**config.mk**
```make
export PLATFORM = sky130hd
export DESIGN_NAME = jtgng_romload_ctrl_flat
export DESIGN_NICKNAME = d
export VERILOG_FILES = /design/src/rtl/jtgng_romload_ctrl_if.sv /design/src/rtl/jtgng_romload_ctrl.sv /design/src/flat_wrapper.sv
export SDC_FILE = /design/constraint.sdc
export NUM_CORES = 1
export LEC_CHECK = 0
export BUFFER_PORTS_ARGS = -buffer_cell sky130_fd_sc_hd__buf_2
export CORE_AREA = 2 2 75 94
export DETAILED_ROUTE_END_ITERATION = 12
export DIE_AREA = 0 0 77 96
export GPL_TIMING_DRIVEN = 0
export PLACE_DENSITY = 0.78
export RECOVER_POWER = 50
export SLEW_MARGIN = 20
export SYNTH_ARGS = -nofsm -noshare
export SYNTH_HDL_FRONTEND = slang
export SYNTH_SLANG_ARGS = --single-unit
```
**constraint.sdc**
```tcl
create_clock -name clk -period 2.7 [get_ports clk]
set_input_delay 0.405 -clock clk [delete_from_list [all_inputs] [get_ports clk]]
set_output_delay 0.405 -clock clk [all_outputs]
set_load 0.03 [all_outputs]
```
**src/rtl/jtgng_romload_ctrl_if.sv**
```systemverilog
// Host download / ROM-store write bus for the ROM load front end.
//   ioctl_*   : host byte stream (download flag, slot index, strobe, packed
//               offset, data) and the throttle back to the host (ioctl_wait).
//   romload_* : write port into the sparse ROM store (strobe, address, data).
// The controller sits on the slave side: it consumes the ioctl stream and
// drives the ROM-store write port.
interface jtgng_romload_ctrl_if;
  logic        ioctl_download;
  logic [7:0]  ioctl_index;
  logic        ioctl_wr;
  logic [21:0] ioctl_addr;
  logic [7:0]  ioctl_dout;
  logic        ioctl_wait;
  logic        romload_wr;
  logic [18:0] romload_addr;
  logic [7:0]  romload_data;

  modport master (
    output ioctl_download, ioctl_index, ioctl_wr, ioctl_addr, ioctl_dout,
    input  ioctl_wait, romload_wr, romload_addr, romload_data
  );

  modport slave (
    input  ioctl_download, ioctl_index, ioctl_wr, ioctl_addr, ioctl_dout,
    output ioctl_wait, romload_wr, romload_addr, romload_data
  );
endinterface

```
**src/rtl/jtgng_romload_ctrl.sv**
```systemverilog
// ROM loading front end. Takes the packed ROM image streamed by the host,
// remaps packed offsets into the sparse ROM-store map, stretches each write
// strobe to WR_LEN cycles while throttling the host, counts and checksums
// written bytes and holds the game in reset while loading.
// Ports:
//   clk, rst   : system clock (also the ROM-store write clock), sync reset
//   bus        : ioctl_* host stream in, ioctl_wait / romload_* out
//   rst_game   : game reset request, released one cycle after load completes
//   load_done  : image loaded, sticky until next download
//   load_err   : sticky overflow / strobe-while-busy flag
//   byte_cnt   : bytes written this download (saturating)
//   checksum   : mod-256 sum of written bytes
module jtgng_romload_ctrl #(
  parameter int unsigned WR_LEN    = 2,
  parameter logic [7:0]  ROM_INDEX = 8'd0,
  parameter logic [21:0] OBJ1_PK   = 22'h38000,
  parameter logic [21:0] OBJ2_PK   = 22'h44000,
  parameter logic [21:0] ROM_END   = 22'h50000
) (
  input  logic                       clk,
  input  logic                       rst,
  jtgng_romload_ctrl_if.slave        bus,
  output logic                       rst_game,
  output logic                       load_done,
  output logic                       load_err,
  output logic [19:0]                byte_cnt,
  output logic [7:0]                 checksum
);

  localparam int unsigned CW = (WR_LEN > 1) ? $clog2(WR_LEN) : 1;
  localparam logic [18:0] OBJ1_19 = OBJ1_PK[18:0];
  localparam logic [18:0] OBJ2_19 = OBJ2_PK[18:0];

  typedef enum logic [1:0] {IDLE, LOAD, WRITE, DONE} state_t;

  state_t       state, state_nx;
  logic [CW-1:0] wcnt, wcnt_nx;
  logic [18:0]  addr_q, addr_nx;
  logic [7:0]   data_q, data_nx;
  logic         rst_game_nx, load_done_nx, load_err_nx;
  logic [19:0]  byte_cnt_nx;
  logic [7:0]   checksum_nx;
  logic         active, strobe, ovf;
  logic [18:0]  mapped;

  assign active = bus.ioctl_download && (bus.ioctl_index == ROM_INDEX);
  assign strobe = active && bus.ioctl_wr;
  assign ovf    = (|bus.ioctl_addr[21:19]) || (bus.ioctl_addr >= ROM_END);

  always_comb begin
    mapped = bus.ioctl_addr[18:0];
    if (bus.ioctl_addr >= OBJ2_PK)
      mapped = bus.ioctl_addr[18:0] - OBJ2_19 + 19'h50000;
    else if (bus.ioctl_addr >= OBJ1_PK)
      mapped = bus.ioctl_addr[18:0] - OBJ1_19 + 19'h40000;
  end

  always_comb begin
    state_nx     = state;
    wcnt_nx      = wcnt;
    addr_nx      = addr_q;
    data_nx      = data_q;
    rst_game_nx  = 1'b1;
    load_done_nx = load_done;
    load_err_nx  = load_err;
    byte_cnt_nx  = byte_cnt;
    checksum_nx  = checksum;
    case (state)
      IDLE, DONE: begin
        // rst_game is registered, so it drops one cycle after DONE entry
        if (state == DONE && !active) rst_game_nx = 1'b0;
        if (active) begin
          state_nx     = LOAD;
          byte_cnt_nx  = '0;
          checksum_nx  = '0;
          load_done_nx = 1'b0;
          load_err_nx  = 1'b0;
        end
      end
      LOAD: begin
        if (strobe) begin
          if (ovf) begin
            load_err_nx = 1'b1;
          end else begin
            addr_nx  = mapped;
            data_nx  = bus.ioctl_dout;
            wcnt_nx  = '0;
            state_nx = WRITE;
          end
        end else if (!active) begin
          state_nx     = DONE;
          load_done_nx = 1'b1;
        end
      end
      WRITE: begin
        if (strobe) load_err_nx = 1'b1;
        if (wcnt == '0) begin
          byte_cnt_nx = (&byte_cnt) ? byte_cnt : byte_cnt + 20'd1;
          checksum_nx = checksum + data_q;
        end
        if (wcnt == CW'(WR_LEN - 1)) state_nx = LOAD;
        else                         wcnt_nx  = wcnt + 1'b1;
      end
      default: state_nx = IDLE;
    endcase
  end

  always_ff @(posedge clk) begin
    if (rst) begin
      state     <= IDLE;
      wcnt      <= '0;
      addr_q    <= '0;
      data_q    <= '0;
      rst_game  <= 1'b1;
      load_done <= 1'b0;
      load_err  <= 1'b0;
      byte_cnt  <= '0;
      checksum  <= '0;
    end else begin
      state     <= state_nx;
      wcnt      <= wcnt_nx;
      addr_q    <= addr_nx;
      data_q    <= data_nx;
      rst_game  <= rst_game_nx;
      load_done <= load_done_nx;
      load_err  <= load_err_nx;
      byte_cnt  <= byte_cnt_nx;
      checksum  <= checksum_nx;
    end
  end

  assign bus.romload_wr   = (state == WRITE);
  assign bus.ioctl_wait   = (state == WRITE);
  assign bus.romload_addr = addr_q;
  assign bus.romload_data = data_q;

endmodule

```
**src/flat_wrapper.sv**
```systemverilog
// flat-port wrapper written by rule: the top's interface ports become plain ports
module jtgng_romload_ctrl_flat 
#(
  parameter int unsigned WR_LEN    = 2,
  parameter logic [7:0]  ROM_INDEX = 8'd0,
  parameter logic [21:0] OBJ1_PK   = 22'h38000,
  parameter logic [21:0] OBJ2_PK   = 22'h44000,
  parameter logic [21:0] ROM_END   = 22'h50000
)
  (clk, rst, rst_game, load_done, load_err, byte_cnt, checksum, bus_ioctl_download, bus_ioctl_index, bus_ioctl_wr, bus_ioctl_addr, bus_ioctl_dout, bus_ioctl_wait, bus_romload_wr, bus_romload_addr, bus_romload_data);
  jtgng_romload_ctrl_if bus_i ();
  input  logic clk;
  input  logic rst;
  output logic rst_game;
  output logic load_done;
  output logic load_err;
  output logic [19:0] byte_cnt;
  output logic [7:0] checksum;
  input wire logic [$bits(bus_i.ioctl_download)-1:0] bus_ioctl_download;
  input wire logic [$bits(bus_i.ioctl_index)-1:0] bus_ioctl_index;
  input wire logic [$bits(bus_i.ioctl_wr)-1:0] bus_ioctl_wr;
  input wire logic [$bits(bus_i.ioctl_addr)-1:0] bus_ioctl_addr;
  input wire logic [$bits(bus_i.ioctl_dout)-1:0] bus_ioctl_dout;
  output wire logic [$bits(bus_i.ioctl_wait)-1:0] bus_ioctl_wait;
  output wire logic [$bits(bus_i.romload_wr)-1:0] bus_romload_wr;
  output wire logic [$bits(bus_i.romload_addr)-1:0] bus_romload_addr;
  output wire logic [$bits(bus_i.romload_data)-1:0] bus_romload_data;
  assign bus_i.ioctl_download = bus_ioctl_download;
  assign bus_i.ioctl_index = bus_ioctl_index;
  assign bus_i.ioctl_wr = bus_ioctl_wr;
  assign bus_i.ioctl_addr = bus_ioctl_addr;
  assign bus_i.ioctl_dout = bus_ioctl_dout;
  assign bus_ioctl_wait = bus_i.ioctl_wait;
  assign bus_romload_wr = bus_i.romload_wr;
  assign bus_romload_addr = bus_i.romload_addr;
  assign bus_romload_data = bus_i.romload_data;
  jtgng_romload_ctrl #(.WR_LEN(WR_LEN), .ROM_INDEX(ROM_INDEX), .OBJ1_PK(OBJ1_PK), .OBJ2_PK(OBJ2_PK), .ROM_END(ROM_END)) u_core (.clk(clk), .rst(rst), .bus(bus_i), .rst_game(rst_game), .load_done(load_done), .load_err(load_err), .byte_cnt(byte_cnt), .checksum(checksum));
endmodule
```
==> results of run 1 <==
-- through the flow --
step,instance area (um2),setup WS (ps),TNS [ps]
final,3950,294,0
after global routing,3950,139,0
after CTS,4030,292,0
after detailed placement,3830,-67.1,-544
after global placement,3830,-20.7,-192
after floorplan,3220,353,0
-- critical path, cell delays in order --
cell	delay (ps)
buf_2	90
or4b_4	570
nor4_4	460
nand2_1	130
o21ai_1	550
buf_2	330
nor2_1	80
-- power breakdown --
group | switching (W) | total, W | internal (W)
Combinational | 0.000446 | 0.000675 | 0.000229
Sequential | 0.0000227 | 0.000951 | 0.000929
Clock | 0.000339 | 0.000854 | 0.000515
-- routing by layer --
metal | vias up | GRT usage
li1 | 1521 | -
met1 | 1386 | 0.241
met2 | 101 | 0.371
met3 | 16 | 0.0460
met4 | 0 | 0.112
met5 | - | 0
-- cells by family after synthesis --
kind of cell / after synthesis
buffers and inverters: 22
AND/OR/NAND/NOR: 153
adder cells (fa/ha/maj): 17
multiplexers: 26
XOR/XNOR: 24
flip-flops: 61
AO/OA/AOI/OAI: 59
-- layout by cell type, fill, tap and decap left out, types with 3 or more instances in the layout --
| cell | n |
|---|---|
| nor2_1 | 54 |
| o21ai_0 | 8 |
| mux2i_1 | 25 |
| nand2b_1 | 3 |
| nand3_1 | 20 |
| a21o_1 | 4 |
| nor3_1 | 7 |
| clkbuf_8 | 9 |
| clkinv_2 | 3 |
| nor4_1 | 6 |
| or3_1 | 4 |
| a21oi_1 | 18 |
| buf_2 | 43 |
| o21ai_1 | 3 |
| and4_1 | 3 |
| and3_1 | 3 |
| ha_1 | 16 |
| xnor2_1 | 4 |
| dfxtp_1 | 61 |
| nand4_1 | 9 |
| clkbuf_1 | 67 |
| nand2_1 | 33 |
| xor2_1 | 20 |
| inv_1 | 8 |
-- sequential cells by signal, summed over array words and instances, names as in the netlist --
name and count:
u_core.bus.romload_addr 19, u_core.checksum 8, u_core.byte_cnt 20, u_core.rst_game 1
u_core.bus.romload_data 8, u_core.state 2, u_core.load_done 1, u_core.wcnt 1
u_core.load_err 1
-- final cells by class --
cell class | instances | area share
clock inverter | 5 | 0.0190
timing repair buffer | 100 | 0.108
tap | 87 | 0.0276
buffer | 13 | 0.0234
sequential | 61 | 0.309
multi-input combinational | 279 | 0.471
clock buffer | 11 | 0.0333
inverter | 9 | 0.00856
-- worst max path at each step --
stage                     slack [ps]                         end  cells after the start          startpoint
after floorplan                  350  u_core.bus.romload_data[1]                      8  bus_ioctl_index[4]
after global placement           -20         u_core.byte_cnt[10]                      7  bus_ioctl_index[4]
after detailed placement         -70         u_core.byte_cnt[11]                      7  bus_ioctl_index[4]
after CTS                        290         u_core.byte_cnt[11]                      7  bus_ioctl_index[4]
after global routing             140         u_core.byte_cnt[13]                      7  bus_ioctl_index[4]
final                            290         u_core.byte_cnt[11]                      7  bus_ioctl_index[4]
==> flow_metrics.env, run 1 <==
export IMPL_yosysTopAreaCell="dfxtp_1"
export IMPL_ir_worst_vdd_mv=0.335
export IMPL_cp_arrival_ps=2630
export IMPL_regArea_um2=1220
export IMPL_avgSynthCellArea_um2=8.89
export IMPL_drt_initial_drc_count=99
export IMPL_cts_max_level=3
export IMPL_maxSlewHeadroom=0.422
export IMPL_power_leakage_nw=1.49
export IMPL_grtUsageTotal=0.211
export IMPL_dr_pass1_iters=4
export IMPL_cts_root_buffer="clkbuf_8"
export IMPL_chipWidth_um=77
export IMPL_drtAntennaViolNets=0
export IMPL_total_power_w=0.00248
export IMPL_synth_top_family_by_area="simple AND/OR/NAND/NOR gates"
export IMPL_synth_edff_count=0
export IMPL_synth_compound_area_share=0.134
export IMPL_die_area_um2=7390
export IMPL_antenna_found_initial=0
export IMPL_worst_setup_path_start_kind="input pin"
export IMPL_dr_wl_met2_um=3860
export IMPL_wl_per_cell_um=13.8
export IMPL_hp_class="in -> reg"
export IMPL_route_final_wire_length_um=7770
export IMPL_fin_crit_sh=0.891
export IMPL_synth_cells=362
export IMPL_cts_sinks=61
export IMPL_grt_max_degree=11
export IMPL_status="finished, final reports clean"
export IMPL_met3_length_um=416
export IMPL_yosysTopAreaCellShare=0.380
export IMPL_r2r_end="u_core.byte_cnt[18]"
export IMPL_timing_hold_ws_ps=308
export IMPL_crit_fanout=10
export IMPL_io_buffers=100
export IMPL_rrSetupSlack_ps=360
export IMPL_top_layer="met4"
export IMPL_synth_most_common_cell="dfxtp_1"
export IMPL_fin_crit_ps=2410
export IMPL_rsz0062_at_grt="false"
export IMPL_synth_simple_area_share=0.232
export IMPL_layout_nets=532
export IMPL_post_cts_buffers=0
export IMPL_area_growth_pct=22.8
export IMPL_via_per_inst=5.35
export IMPL_multi_input_area_um2=1860
export IMPL_dp_hpwl_um=5990
export IMPL_place_inst=549
export IMPL_synthTopCellsByCount="61 x dfxtp_1, 54 x nor2_1, 33 x nand2_1"
export IMPL_utilization=0.605
export IMPL_worst_pin_slew_ps=859
export IMPL_clock_skew_ps=7.58
export IMPL_synth_flop_cell="dfxtp_1"
export IMPL_maxClockFrequency_mhz=416
export IMPL_vias=3024
export IMPL_cts_tree="built"
export IMPL_setup_viol=0
export IMPL_maxCapViolCount=0
export IMPL_drc=0
export IMPL_worst_setup_path_end_kind="register"
export IMPL_initial_core_util=0.493
export IMPL_min_to="u_core.bus.romload_data[7]"
export IMPL_numCtsBuffers=9
export IMPL_hold_depth=3
export IMPL_wl_met1_um=3360
export IMPL_io_pins=102
export IMPL_power_density_nw_per_um2=628
export IMPL_grt_pass1_wl_um=12600
export IMPL_critPathKind="in -> reg"
export IMPL_stdcell_count=565
export IMPL_die_h_um=96
export IMPL_rows=33
export IMPL_synth_adder_area_share=0.0685
export IMPL_cts_resized=0
export IMPL_drv_slew=0
export IMPL_yosysWarnings=0
export IMPL_synth_async_reset_ratio=0
export IMPL_syn_num_nets=421
export IMPL_grt_overflow_total=0
export IMPL_hold_viol=0
export IMPL_synth_area_mux_share=0.0813
export IMPL_r2r_worst_path_cells=9
export IMPL_hp_start="bus_ioctl_dout[7]"
export IMPL_yosys_top_cells_area="dfxtp_1 38%, mux2i_1 7.8%, nor2_1 6.3%"
export IMPL_holdBufCountCts=0
export IMPL_n_fill_cell=613
export IMPL_clock_latency_ps=330
export IMPL_yosysUniqueCellTypes=57
export IMPL_synth_xor_area_frac=0.0653
export IMPL_coreArea_um2=6520
export IMPL_place_congestion=0.873
export IMPL_grt_pass1_vias=2873
export IMPL_synth_cell_area_um2=3220
export IMPL_cts_buffer_depth=2
export IMPL_drive_gt1_frac=0.146
export IMPL_antenna_cells=0
export IMPL_reg2reg_from="u_core.state[0]"
export IMPL_critPathRequiredTime_ps=2920
export IMPL_clk_pin_slew_ps=70
export IMPL_ys_seq_area_frac=0.380
export IMPL_ys_seq_elements=61
(Power assumes the default switching activity.)
==> inputs of run 2 (changes only) <==
SETUP_SLACK_MARGIN = 0.5   (was not set)
==> flow_metrics.env, run 2 (synthesis results as in run 1) <==
export IMPL_critPathKind="in -> reg"
export IMPL_grt_overflow_total=0
export IMPL_drv_slew=0
export IMPL_cp_slowest_cell="or4b_4"
export IMPL_maxClockFrequency_mhz=449
export IMPL_coreArea_um2=6520
export IMPL_stdcell_count=573
export IMPL_p_comb_frac=0.317
export IMPL_drc=0
export IMPL_power_leakage_nw=1.59
export IMPL_largest_register="u_core.byte_cnt"
export IMPL_rows=33
export IMPL_power_density_nw_per_um2=646
export IMPL_netSwitchingPower_w=0.000937
export IMPL_rrSetupSlack_ps=610
export IMPL_io_buffers=100
export IMPL_final_cell_mix="64 x clkbuf_1, 60 x dfxtp_1, 52 x nor2_1"
export IMPL_wl_per_cell_um=14.2
export IMPL_grt_pass1_wl_um=13300
export IMPL_critPathRequiredTime_ps=2960
export IMPL_via_per_inst=5.44
export IMPL_io_pins=102
export IMPL_fin_crit_sh=0.825
export IMPL_crit_fanout=6
export IMPL_die_h_um=96
export IMPL_drt_initial_drc_count=131
export IMPL_fin_crit_ps=2230
export IMPL_cts_root_buffer="clkbuf_8"
export IMPL_grt_pass1_vias=2892
export IMPL_numCtsBuffers=9
export IMPL_clock_latency_ps=350
export IMPL_hp_class="in -> reg"
export IMPL_layout_commonest_cell="clkbuf_1"
export IMPL_cts_max_level=3
export IMPL_antenna_cells=0
export IMPL_maxCapViolCount=0
export IMPL_seqPwrFrac=0.356
export IMPL_place_congestion=0.938
export IMPL_worst_setup_path_start_kind="input pin"
export IMPL_drtAntennaViolNets=0
export IMPL_clk_pin_slew_ps=70
export IMPL_dr_pass1_iters=4
export IMPL_grtUsageTotal=0.224
export IMPL_drive_gt1_frac=0.204
export IMPL_largest_register_ffs=20
export IMPL_dp_hpwl_um=6120
export IMPL_p_int_w=0.00174
export IMPL_place_inst=549
export IMPL_worst_setup_path_end_kind="register"
export IMPL_status="finished, final reports clean"
export IMPL_swShare=0.350
export IMPL_cp_arrival_ps=2490
export IMPL_worst_pin_slew_ps=581
export IMPL_utilization=0.635
export IMPL_pwr_share_clk=0.327
export IMPL_chipWidth_um=77
export IMPL_crit_path_cell_trace="buf_6 -> or4b_4 -> o41a_1 -> buf_4 -> or3_1 -> mux2_2 -> a21oi_1"
export IMPL_grt_max_degree=13
export IMPL_setup_ws_ps=474
export IMPL_area_growth_pct=28.7
export IMPL_maxSlewHeadroom=0.611
export IMPL_ir_worst_vdd_mv=0.446
export IMPL_critPathMaxStageDelay_ps=560
export IMPL_rsz0062_at_grt="true"
export IMPL_cts_tree="built"
export IMPL_holdBufCountCts=0
export IMPL_die_area_um2=7390
export IMPL_dp_slack_ps=-0.420
export IMPL_vias=3118
export IMPL_cts_sinks=61
export IMPL_route_final_wire_length_um=8150
export IMPL_crit_buf_inv=2
export IMPL_antenna_found_initial=0
export IMPL_initial_core_util=0.493
export IMPL_layout_nets=540
export IMPL_cts_buffer_depth=2
export IMPL_hold_viol=0
export IMPL_critical_path_top_delay_family="simple AND/OR/NAND/NOR gates"
export IMPL_clock_skew_ps=15.1
export IMPL_setup_viol=0
## run 2: routing by layer
metal  global-route usage  share of wire  up-vias
met3               0.0572          0.062       14
met5                    0              0        -
met1                0.258           0.42     1460
met2                0.412           0.51      107
met4               0.0670          0.013        0
li1                     -              -     1537
## run 2: through the flow
step                      total power (W)  hold WS [ps]  setup TNS [ps]  cell area (um2)
after global placement            0.00169           439               0             3880
after global routing              0.00280           288               0             4140
after detailed placement          0.00170           449          -0.420             3880
after CTS                         0.00262           276               0             4160
after floorplan                   0.00151           430               0             3270
final                             0.00268           290               0             4140
## run 2: final cells by class
type | instances | area, um2
buffer | 13 | 96.3
clock buffer | 11 | 151
clock inverter | 5 | 65.1
fill | 620 | 2380
inverter | 9 | 33.8
multi-input combinational | 279 | 1960
sequential | 61 | 1220
tap | 87 | 109
timing repair buffer | 108 | 503
## run 2: worst register-to-register path, cell delays in order, from the launching register on
cell and delay, ps:
dfxtp_2 360, inv_1 50, ha_2 220, clkbuf_4 220, o21a_2 290, nand2b_1 150
buf_2 210, nor4_4 280, xnor2_1 150, nor2_1 50
## run 2: power groups by stage
stage | clock network (W) | logic (W) | registers (W)
2_1_floorplan | 0 | 0.000517 | 0.000994
3_3_place_gp | 0 | 0.000716 | 0.000971
3_5_place_dp | 0 | 0.000730 | 0.000973
4_1_cts | 0.000886 | 0.000779 | 0.000952
5_1_grt | 0.000927 | 0.000916 | 0.000960
6_report | 0.000875 | 0.000847 | 0.000954
## run 2: repair_timing
item	in CTS	in global routing
endpoints found under the setup margin	34	37
gates cloned	0	0
gates resized for setup	3	10
pin swaps	2	7
setup buffers	5	3
## run 2: path summary, 6_finish.rpt
path | startpoint | endpoint | depth (start not counted)
worst max-delay path | bus_ioctl_index[6] | u_core.checksum[7] | 7
worst min-delay path | rst | u_core.checksum[6] | 2
worst max register to register | u_core.state[0] | u_core.byte_cnt[18] | 9
worst min register to register | u_core.wcnt | u_core.wcnt | 2
